`config.mk`:
```
export PLATFORM = sky130hd
export DESIGN_NAME = ascon_data_packer
export DESIGN_NICKNAME = d
export VERILOG_FILES = /design/src/rtl/ascon_data_packer.sv
export SDC_FILE = /design/constraint.sdc
export NUM_CORES = 1
export LEC_CHECK = 0
export ABC_AREA = 1
export ABC_CLOCK_PERIOD_IN_PS = 4950
export CAP_MARGIN = 20
export CELL_PAD_IN_SITES_DETAIL_PLACEMENT = 1
export CELL_PAD_IN_SITES_GLOBAL_PLACEMENT = 2
export CORE_MARGIN = 2
export CORE_UTILIZATION = 37
export DETAILED_ROUTE_END_ITERATION = 8
export DONT_BUFFER_PORTS = 1
export PLACE_DENSITY = 0.87
export SLEW_MARGIN = 20
export SYNTH_ARGS = -nofsm -noshare
export SYNTH_HDL_FRONTEND = slang
export SYNTH_SLANG_ARGS = --single-unit
```
`constraint.sdc`:
```
create_clock -name clock_i -period 4.95 [get_ports clock_i]
set_clock_uncertainty 0.05 [all_clocks]
set_input_delay 1.485 -clock clock_i [delete_from_list [all_inputs] [get_ports clock_i]]
set_output_delay 1.485 -clock clock_i [all_outputs]
set_load 0.05 [all_outputs]
```
`src/rtl/ascon_data_packer.sv`:
```
// ascon_data_packer
// Packs a byte stream into 64-bit big-endian blocks for an ASCON core and
// appends the 0x80 padding byte after the last message byte. When the last
// byte completes a block, the padding goes into an extra block that is sent
// after the core has absorbed the data block.
//
// Ports
//   clock_i          single clock, rising edge
//   reset_i          synchronous, active-high reset
//   go_i             message-start request (only sampled in IDLE)
//   byte_i           plaintext byte, qualified by byte_valid_i
//   byte_valid_i     byte_i is valid
//   byte_last_i      byte_i is the final byte of the message
//   byte_ready_o     packer accepts a byte this cycle (FILL only)
//   start_o          one-cycle start pulse to the core
//   data_o           packed block to the core
//   data_valid_o     one-cycle block-valid pulse to the core
//   cipher_valid_i   core has absorbed the block
//   end_i            core has finished the tag
//   busy_o           high in every state except IDLE
//   nb_blocks_o      data_valid_o pulses issued for the current message
//   err_o            sticky block-overflow flag, cleared by the next go_i
//
// States
//   IDLE        | waiting for go_i
//   START       | start_o pulse to the core
//   FILL        | accepting bytes into data_o
//   SEND        | data_valid_o pulse, or overflow -> IDLE
//   WAIT_CIPHER | waiting for the core to absorb the block
//   WAIT_END    | waiting for the tag to complete

module ascon_data_packer #(
    parameter int unsigned MAX_BLOCKS = 15
) (
    input  logic        clock_i,
    input  logic        reset_i,
    input  logic        go_i,
    input  logic [7:0]  byte_i,
    input  logic        byte_valid_i,
    input  logic        byte_last_i,
    output logic        byte_ready_o,
    output logic        start_o,
    output logic [63:0] data_o,
    output logic        data_valid_o,
    input  logic        cipher_valid_i,
    input  logic        end_i,
    output logic        busy_o,
    output logic [3:0]  nb_blocks_o,
    output logic        err_o
);

    typedef enum logic [2:0] {
        IDLE,
        START,
        FILL,
        SEND,
        WAIT_CIPHER,
        WAIT_END
    } state_t;

    state_t      state_q;
    logic [2:0]  idx_q;
    logic        final_q;
    logic        pad_q;
    logic        start_q;
    logic        dv_q;
    logic        err_q;
    logic [3:0]  nb_q;
    logic [63:0] data_q;

    logic [63:0] data_wr_d;
    logic        at_max;

    // Block count already at the limit: the next SEND must not pulse.
    assign at_max = (nb_q == 4'(MAX_BLOCKS));

    // Block contents after a byte write at idx_q. On the last byte, the
    // padding byte lands right after it and every lower byte is cleared.
    always_comb begin
        data_wr_d = data_q;
        for (int b = 0; b < 8; b++) begin
            if (3'(b) == idx_q) begin
                data_wr_d[63-8*b -: 8] = byte_i;
            end else if (byte_last_i && (b > int'(idx_q))) begin
                data_wr_d[63-8*b -: 8] = (b == int'(idx_q) + 1) ? 8'h80 : 8'h00;
            end
        end
    end

    always_ff @(posedge clock_i) begin
        if (reset_i) begin
            state_q <= IDLE;
            idx_q   <= 3'd0;
            final_q <= 1'b0;
            pad_q   <= 1'b0;
            start_q <= 1'b0;
            dv_q    <= 1'b0;
            err_q   <= 1'b0;
            nb_q    <= 4'd0;
            data_q  <= 64'd0;
        end else begin
            start_q <= 1'b0;
            dv_q    <= 1'b0;
            case (state_q)
                IDLE: begin
                    if (go_i) begin
                        state_q <= START;
                        start_q <= 1'b1;
                        nb_q    <= 4'd0;
                        err_q   <= 1'b0;
                        idx_q   <= 3'd0;
                        final_q <= 1'b0;
                        pad_q   <= 1'b0;
                    end
                end
                START: begin
                    state_q <= FILL;
                end
                FILL: begin
                    if (byte_valid_i) begin
                        data_q <= data_wr_d;
                        idx_q  <= idx_q + 3'd1;
                        if (byte_last_i) begin
                            // A full last block leaves no room for padding.
                            if (idx_q == 3'd7) begin
                                pad_q <= 1'b1;
                            end else begin
                                final_q <= 1'b1;
                            end
                            state_q <= SEND;
                            dv_q    <= !at_max;
                        end else if (idx_q == 3'd7) begin
                            state_q <= SEND;
                            dv_q    <= !at_max;
                        end
                    end
                end
                SEND: begin
                    if (at_max) begin
                        err_q   <= 1'b1;
                        state_q <= IDLE;
                    end else begin
                        nb_q    <= nb_q + 4'd1;
                        state_q <= WAIT_CIPHER;
                    end
                end
                WAIT_CIPHER: begin
                    if (cipher_valid_i) begin
                        if (final_q) begin
                            state_q <= WAIT_END;
                        end else if (pad_q) begin
                            data_q  <= 64'h8000_0000_0000_0000;
                            final_q <= 1'b1;
                            pad_q   <= 1'b0;
                            state_q <= SEND;
                            dv_q    <= !at_max;
                        end else begin
                            idx_q   <= 3'd0;
                            state_q <= FILL;
                        end
                    end
                end
                WAIT_END: begin
                    if (end_i) begin
                        state_q <= IDLE;
                    end
                end
                default: begin
                    state_q <= IDLE;
                end
            endcase
        end
    end

    assign byte_ready_o = (state_q == FILL);
    assign busy_o       = (state_q != IDLE);
    assign start_o      = start_q;
    assign data_valid_o = dv_q;
    assign data_o       = data_q;
    assign nb_blocks_o  = nb_q;
    assign err_o        = err_q;

endmodule

```
==> results of run 1 <==
-- worst min-delay path: stages, from the launching register on --
cell and delay (ns):
dfxtp_1 0.36, a21oi_1 0.13, nor2_1 0.04
-- kinds of logic (layout without fill, tap and decap cells) --
| group | count (synthesis) | in the layout |
|---|---|---|
| flip-flops | 79 | 79 |
| AO/OA/AOI/OAI | 89 | 89 |
| XOR/XNOR | 1 | 1 |
| AND/OR/NAND/NOR | 293 | 293 |
| adder cells (fa/ha/maj) | 6 | 6 |
| buffers and inverters | 66 | 59 |
-- per-layer routing --
| metal | routed length (µm) | GRT usage, % | up-vias |
|---|---|---|---|
| met4 | 143 | 6.467 | 0 |
| li1 | - | - | 1727 |
| met5 | 0 | 0 | - |
| met1 | 5308 | 27.58 | 1663 |
| met2 | 5259 | 33.01 | 69 |
| met3 | 681 | 5.702 | 10 |
-- stage by stage --
stage / setup slack (ns) / std cells
after floorplan: 2.458 / 534
after global placement: 1.784 / 645
after detailed placement: 1.683 / 645
after CTS: 1.604 / 660
after global routing: 1.528 / 660
final: 1.643 / 660
-- registers in the layout, summed over array words and instances, names as in the netlist --
register,cells
data_o,64
data_valid_o,1
err_o,1
final_q,1
idx_q,3
nb_blocks_o,4
pad_q,1
start_o,1
state_q,3
-- how the worst max path moves through the flow --
stage	end	cells past startpoint
floorplan	data_o[56]	7
global placement	data_o[10]	6
detailed placement	data_o[13]	6
CTS	byte_ready_o	2
global route	byte_ready_o	2
finish	byte_ready_o	2
-- cells in the final DEF (no fill, tap or decap) --
cell type / count
nand3_1: 91
ha_1: 6
nand2_2: 5
o21ai_0: 17
a31oi_1: 1
inv_1: 41
clkbuf_8: 10
nor2_1: 56
nand4_1: 3
nand3_2: 1
buf_4: 1
dfxtp_1: 79
nand3b_1: 2
o211ai_1: 1
clkinvlp_4: 1
nor3_1: 1
clkinv_1: 1
clkinv_4: 1
nand2_1: 132
xnor2_1: 1
inv_2: 1
nor2_8: 2
bufinv_16: 3
a21oi_1: 70
-- area by class of cell --
type / instances / area (µm²)
clock buffers: 10 / 137.6
clock inverters: 5 / 106.4
fillers: 1292 / 5799
inverters: 43 / 161.4
multi-input cells: 389 / 1814
flip-flops and latches: 79 / 1582
well taps: 133 / 166.4
repair buffers: 1 / 7.507
-- power by group --
| group | total (W) | internal, W | switching [W] |
|---|---|---|---|
| combinational | 0.000917 | 0.000266 | 0.000651 |
| clock | 0.000591 | 0.000347 | 0.000244 |
| sequential | 0.00120 | 0.000751 | 0.000444 |
| total | 0.00270 | 0.00136 | 0.00134 |
==> flow_summary.json, run 1 <==
{
  "cp_num_buf_inv": 1,
  "chipHeight_um": 104.3,
  "clockRootBuffer": "clkbuf_8",
  "period_needed_ns": 3.307,
  "design_area_um2": 3975,
  "die_x_um": 104.3,
  "synth_cell_types": 23,
  "dominantRegCellSynth": "dfxtp_1",
  "firstDrtPassIters": 4,
  "grt_use_total_pct": 20.85,
  "finalHoldViolCount": 0,
  "synth_seq_area_share_pct": 42.52,
  "fp-row-count": 36,
  "synth_adder_area_share_pct": 2.018,
  "synth.avg_cell_area_um2": 6.966,
  "hold_path.class": "reg -> reg",
  "clock_latency_ns": 0.35,
  "slowest_delay_ns": 0.61,
  "postLayoutCoreUtil_pct": 40.67,
  "synth_top_area_cell": "dfxtp_1",
  "cts.sinks": 79,
  "worst-slew-pin-transition_ns": 0.8823,
  "placed_area_um2": 3731,
  "critPathRequiredTime_ns": 3.41,
  "crit_slowest_cell": "inv_1",
  "p_leak_nw": 1.612,
  "drv_cap": 0,
  "cp-startpoint": "state_q[1]",
  "wl_um": 11390,
  "clkTransAtPathRegs_ns": 0.08,
  "slew_viol_final": 0,
  "vias_per_cell": 5.256,
  "grt_pass1_vias": 3460,
  "drc": 0,
  "synth_nets": 555,
  "core-area_um2": 9774,
  "htree_num_levels": 3,
  "cts_inserted_buffers": 9,
  "setup_viol": 0,
  "criticalPathCategory": "reg -> out",
  "synth.area.top_cells": "dfxtp_1 43%, nand2_1 13%, nand3_1 12%",
  "yosysTopAreaCellShare_pct": 42.52,
  "cp_max_fo": 11,
  "cts_tree": "built",
  "grt_max_degree": 69,
  "crit_family": "buffers and inverters",
  "status": "complete, no violations",
  "grt_pass1_wl_um": 18170,
  "relSlewSlack_pct": 41.18,
  "synthSimpleGateAreaFrac_pct": 34.44,
  "startpoint_type": "flip-flop",
  "synth_xor_xnor_area_share_pct": 0.2355,
  "ir_drop_v": 0.0002170,
  "drive_above_1_share_pct": 4.744,
  "wl_per_cell_um": 17.26,
  "rr_endpoint": "data_o[13]",
  "worstPathCellList": "nand3_2 -> inv_1",
  "hold_buffers": 0,
  "min_from": "pad_q",
  "grt-ovfl-total": 0,
  "synth_edf_count": 0,
  "synthCells": 534,
  "max_freq_mhz": 302.4,
  "cts_setup_buffers": 0,
  "finalHoldWorstSlack_ns": 0.5264,
  "async_flop_share_pct": 0,
  "min_to": "pad_q",
  "fin_crit_sh_pct": 66.82,
  "route.vias.total": 3469,
  "cts_max_path_buffers": 2,
  "rr_worst_depth": 8,
  "cts_resized": 0,
  "drtIter0Drc": 120,
  "hpwlAfterDp_um": 7946,
  "io_pins": 88,
  "r2r_start": "state_q[0]",
  "dieArea_um2": 10870,
  "diodes": 0,
  "power_w": 0.002704,
  "muxShareOfSynthArea_pct": 0,
  "yosys_warnings": 0,
  "start_util_pct": 38.06,
  "critPathCaptureType": "output pin",
  "synth_compound_area_share_pct": 12.08,
  "gp_congestion": 0.8435,
  "ys_seq_elements": 79,
  "finalSetupTns_ns": 0,
  "rrSetupSlack_ns": 2.22,
  "hold_depth": 2,
  "synth_top_family_by_area": "simple AND/OR/NAND/NOR gates",
  "grt_antenna_before_repair": 0,
  "yosysMostFrequentCell": "nand2_1",
  "rsz0062_at_grt": "no",
  "ant_nets": 0,
  "power_density_nw_per_um2": 680.1,
  "io_buffers": 0,
  "ys_top_cells_by_count": "132 x nand2_1, 91 x nand3_1, 79 x dfxtp_1, 70 x a21oi_1, 56 x nor2_1",
  "syn_to_final_growth_pct": 6.862,
  "netlist_area_um2": 3720,
  "fin_nets": 544,
  "worstPathArrival_ns": 1.77
}
No activity file was read; power rests on OpenSTA's default activity.
==> inputs of run 2 (changes only) <==
ABC_CLOCK_PERIOD_IN_PS = 3200   (was 4950)
CORE_UTILIZATION = 34   (was 37)
PLACE_DENSITY = 0.81   (was 0.87)
clock period = 3.2 ns   (was 4.95 ns; I/O delays follow)
==> flow_summary.json, run 2 (synthesis results as in run 1) <==
{
  "status": "complete, no violations",
  "crit_end": "byte_ready_o",
  "fp-row-count": 38,
  "grt_pass1_wl_um": 17970,
  "cp_num_buf_inv": 2,
  "cts_max_path_buffers": 2,
  "setup_viol": 0,
  "largest_reg_flops": 64,
  "worstPathArrival_ns": 1.56,
  "cp.depth": 3,
  "ir_drop_v": 0.0002742,
  "finalHoldViolCount": 0,
  "critPathCaptureType": "output pin",
  "firstDrtPassIters": 4,
  "start_util_pct": 34.62,
  "drc": 0,
  "diodes": 0,
  "htree_num_levels": 3,
  "die_x_um": 108.6,
  "max_freq_mhz": 388.6,
  "place_inst": 658,
  "slowest_delay_ns": 0.58,
  "hold_buffers": 0,
  "final_cell_mix": "132 x nand2_1, 91 x nand3_1, 79 x dfxtp_1",
  "cp-startpoint": "state_q[1]",
  "hpwlAfterDp_um": 8193,
  "core-area_um2": 10750,
  "rr_endpoint": "data_o[24]",
  "grt_antenna_before_repair": 0,
  "design_area_um2": 3974,
  "io_buffers": 0,
  "grt_pass1_vias": 3392,
  "cts_setup_buffers": 0,
  "rrSetupSlack_ns": 0.84,
  "cts_resized": 0,
  "fillers": 1416,
  "route.vias.total": 3456,
  "vias_per_cell": 5.135,
  "placed_area_um2": 3785,
  "ant_nets": 0,
  "clock_latency_ns": 0.36,
  "final_cells": 673,
  "clockRootBuffer": "clkbuf_8",
  "worst-slew-pin-transition_ns": 0.6047,
  "p_leak_nw": 1.620,
  "layout_commonest_cell": "nand2_1",
  "hold_path.class": "reg -> reg",
  "postLayoutCoreUtil_pct": 36.98,
  "cts.sinks": 79,
  "critPathRequiredTime_ns": 2.19,
  "gp_congestion": 0.7797,
  "power_w": 0.004061,
  "clkTransAtPathRegs_ns": 0.08,
  "cts_tree": "built",
  "slew_viol_final": 0,
  "dieArea_um2": 11790,
  "wl_um": 11470,
  "fin_nets": 550,
  "cp_max_fo": 9,
  "rr_worst_depth": 9,
  "period_needed_ns": 2.574,
  "r2r_start": "idx_q[0]",
  "worstPathCellList": "nand3_2 -> inv_1 -> buf_4",
  "relSlewSlack_pct": 59.54,
  "wl_per_cell_um": 17.05,
  "power_density_nw_per_um2": 1022,
  "drive_above_1_share_pct": 5.441,
  "chipHeight_um": 108.6,
  "fin_crit_sh_pct": 80.42,
  "grt-ovfl-total": 0,
  "finalSetupTns_ns": 0,
  "cts_inserted_buffers": 9,
  "crit_family": "flip-flops",
  "grt_max_degree": 49,
  "io_pins": 88,
  "grt_use_total_pct": 20.02,
  "criticalPathCategory": "reg -> out",
  "syn_to_final_growth_pct": 6.828,
  "drtIter0Drc": 195,
  "startpoint_type": "flip-flop",
  "crit_slowest_cell": "dfxtp_1",
  "drv_cap": 0,
  "rsz0062_at_grt": "no"
}
## run 2: cell types whose count changed in the layout (fill, tap and decap cells not counted), sizes merged
cell	previous run	this run
clkinvlp	1	0
buf	1	7
clkbuf	10	12
bufinv	3	1
clkinv	2	3
## run 2: tightest hold or removal path: stages (launching register included)
cell and delay, ns:
dfxtp_1 0.37, a21oi_1 0.14, nor2_1 0.05
## run 2: final cells by class
class	instances	area (µm²)	area share (%)
Multi-Input combinational cell	389	1814	45.65
Sequential cell	79	1582	39.80
Tap cell	140	175.2	4.408
Inverter	43	161.4	4.062
Clock buffer	12	145.1	3.652
Timing Repair Buffer	7	52.55	1.322
Clock inverter	3	43.79	1.102
## run 2: per-stage QoR
| stage | hold WS (ns) | setup WS (ns) |
|---|---|---|
| after floorplan | 0.4459 | 1.233 |
| after global placement | 0.5153 | 0.9058 |
| after detailed placement | 0.5346 | 0.8647 |
| after CTS | 0.5457 | 0.6058 |
| after global routing | 0.5921 | 0.4990 |
| final | 0.5475 | 0.6265 |
## run 2: where the power goes
group          switching, W  internal [W]  leakage (nW)
Clock              0.000367      0.000379        0.0964
Combinational       0.00102      0.000443         0.883
Sequential         0.000691       0.00116         0.641
## run 2: metal layers
metal  share of wire (%)  vias to the layer above  GRT usage, %
li1                    -                     1737             -
met1                  46                     1627         26.94
met2                  45                       79         29.82
met3                 7.4                       13         5.244
met4                 1.7                        0         9.249
met5                   0                        -             0
## run 2: worst min path at each step
stage	slack [ns]	cells after the start	to	start
floorplan	0.45	2	pad_q	pad_q
global placement	0.52	2	pad_q	pad_q
detailed placement	0.53	2	pad_q	pad_q
CTS	0.55	2	pad_q	pad_q
global route	0.59	1	state_q[2]	reset_i
finish	0.55	2	pad_q	pad_q
==> inputs of run 3 (changes only) <==
ABC_CLOCK_PERIOD_IN_PS = 2100   (was 3200)
CORE_UTILIZATION = 31   (was 34)
PLACE_DENSITY = 0.78   (was 0.81)
clock period = 2.1 ns   (was 3.2 ns; I/O delays follow)
==> flow_summary.json, run 3 (synthesis results as in run 1) <==
{
  "layout_commonest_cell": "nand2_1",
  "cts_max_path_buffers": 2,
  "diodes": 0,
  "swShare_pct": 48.20,
  "wl_um": 12150,
  "grt_pass1_vias": 3539,
  "grt_use_total_pct": 19.65,
  "finalHoldViolCount": 0,
  "p_leak_nw": 1.780,
  "largest_reg_flops": 64,
  "hold_buffers": 0,
  "ir_drop_v": 0.0006035,
  "hold_path.class": "in -> reg",
  "start_util_pct": 31.36,
  "critPathCaptureType": "output pin",
  "worst-slew-pin-transition_ns": 0.5844,
  "finalHoldWorstSlack_ns": 0.3015,
  "vias_per_cell": 5.111,
  "grt_antenna_before_repair": 0,
  "slew_viol_final": 0,
  "final_cell_mix": "130 x nand2_1, 91 x nand3_1, 77 x dfxtp_1",
  "placed_area_um2": 3956,
  "wl_per_cell_um": 17.33,
  "cts_tree": "built",
  "syn_to_final_growth_pct": 15.44,
  "htree_num_levels": 3,
  "relSlewSlack_pct": 60.99,
  "power_frac_seq_pct": 39.6,
  "drv_cap": 0,
  "ant_nets": 0,
  "fp-row-count": 40,
  "clockRootBuffer": "clkbuf_16",
  "setup_viol": 0,
  "power_density_nw_per_um2": 1623,
  "fin_nets": 570,
  "fillers": 1510,
  "gp_congestion": 0.8964,
  "cts_setup_buffers": 0,
  "firstDrtPassIters": 4,
  "critPathRequiredTime_ns": 1.42,
  "die_x_um": 113.5,
  "cp_num_buf_inv": 3,
  "clock_latency_ns": 0.34,
  "p_switching_w": 0.003360,
  "crit_slowest_cell": "dfxtp_1",
  "status": "complete, no violations",
  "core-area_um2": 11860,
  "io_buffers": 0,
  "period_needed_ns": 2.038,
  "cts_inserted_buffers": 9,
  "hpwlAfterDp_um": 8657,
  "design_area_um2": 4294,
  "grt_max_degree": 51,
  "worstPathCellList": "inv_2 -> nand3_4 -> inv_4 -> buf_6",
  "route.vias.total": 3583,
  "power_frac_clock_pct": 23.8,
  "worstPathArrival_ns": 1.36,
  "clkTransAtPathRegs_ns": 0.06,
  "comb_power_share_pct": 36.6,
  "chipHeight_um": 113.5,
  "fin_crit_sh_pct": 97.06,
  "slowest_delay_ns": 0.47,
  "drive_above_1_share_pct": 10.29,
  "finalSetupTns_ns": 0,
  "cp_max_fo": 9,
  "dieArea_um2": 12890,
  "grt-ovfl-total": 0,
  "drc": 0,
  "cell_internal_pwr_w": 0.003610,
  "io_pins": 88,
  "cts.sinks": 79,
  "criticalPathCategory": "reg -> out",
  "startpoint_type": "flip-flop",
  "drtIter0Drc": 255,
  "crit_family": "flip-flops",
  "grt_pass1_wl_um": 19650,
  "max_freq_mhz": 490.6
}
==> run 3: cell types whose count changed in the layout (fill, tap and decap cells not counted), sizes merged <==
cell	previous run	this run
inv	42	43
clkinvlp	0	1
clkbuf	12	11
buf	7	27
==> run 3: power groups by stage <==
stage / Combinational (W) / Sequential (W) / Clock (W)
6_report: 0.00255 / 0.00276 / 0.00166
5_1_grt: 0.00290 / 0.00279 / 0.00178
4_1_cts: 0.00253 / 0.00276 / 0.00169
3_5_place_dp: 0.00251 / 0.00279 / 0
3_3_place_gp: 0.00245 / 0.00278 / 0
2_1_floorplan: 0.00199 / 0.00269 / 0
==> run 3: cell type report <==
cell class | count | area [µm²] | share of cell area [%]
clock buffers | 11 | 252.7 | 5.886
clock inverters | 5 | 63.81 | 1.486
inverters | 43 | 163.9 | 3.817
multi-input cells | 389 | 1827 | 42.54
flip-flops and latches | 79 | 1584 | 36.89
well taps | 147 | 183.9 | 4.283
repair buffers | 27 | 219.0 | 5.099
==> run 3: metal layers <==
| layer | track usage [%] | vias to the layer above | share of wire, % |
|---|---|---|---|
| li1 | - | 1784 | - |
| met1 | 26.66 | 1706 | 47 |
| met2 | 31.06 | 81 | 46 |
| met3 | 5.420 | 12 | 5.6 |
| met4 | 4.959 | 0 | 1.0 |
| met5 | 0 | - | 0 |
==> run 3: repair_timing <==
item | in CTS | in global routing
setup endpoints to repair | 1 | 3
pin swaps | 0 | 0
resized for setup | 3 | 5
==> run 3: path summary, 6_finish.rpt <==
path / startpoint / end / slack (ns) / depth (start not counted)
max: state_q[2] / byte_ready_o / 0.06 / 4
max reg2reg: state_q[2] / data_o[62] / 0.20 / 8
min: reset_i / state_q[0] / 0.30 / 1
min reg2reg: idx_q[0] / idx_q[0] / 0.51 / 2
==> run 3: metrics by stage <==
stage	total power (W)	setup slack, ns	cells	utilization (%)
floorplan	0.004684	0.3193	534	-
global placement	0.005231	0.2023	685	33.35
detailed placement	0.005296	0.09598	685	33.35
CTS	0.006984	0.005759	701	36.07
global route	0.007482	-0.001983	701	36.20
finish	0.006970	0.06171	701	36.20
==> run 3: worst reg2reg max path: stages, from the launching register on <==
cell	delay, ns
dfxtp_1	0.47
inv_2	0.16
nand3_1	0.15
nand2_1	0.15
nor2_8	0.21
buf_12	0.25
nand2_2	0.17
nand2_1	0.10
a21oi_1	0.08
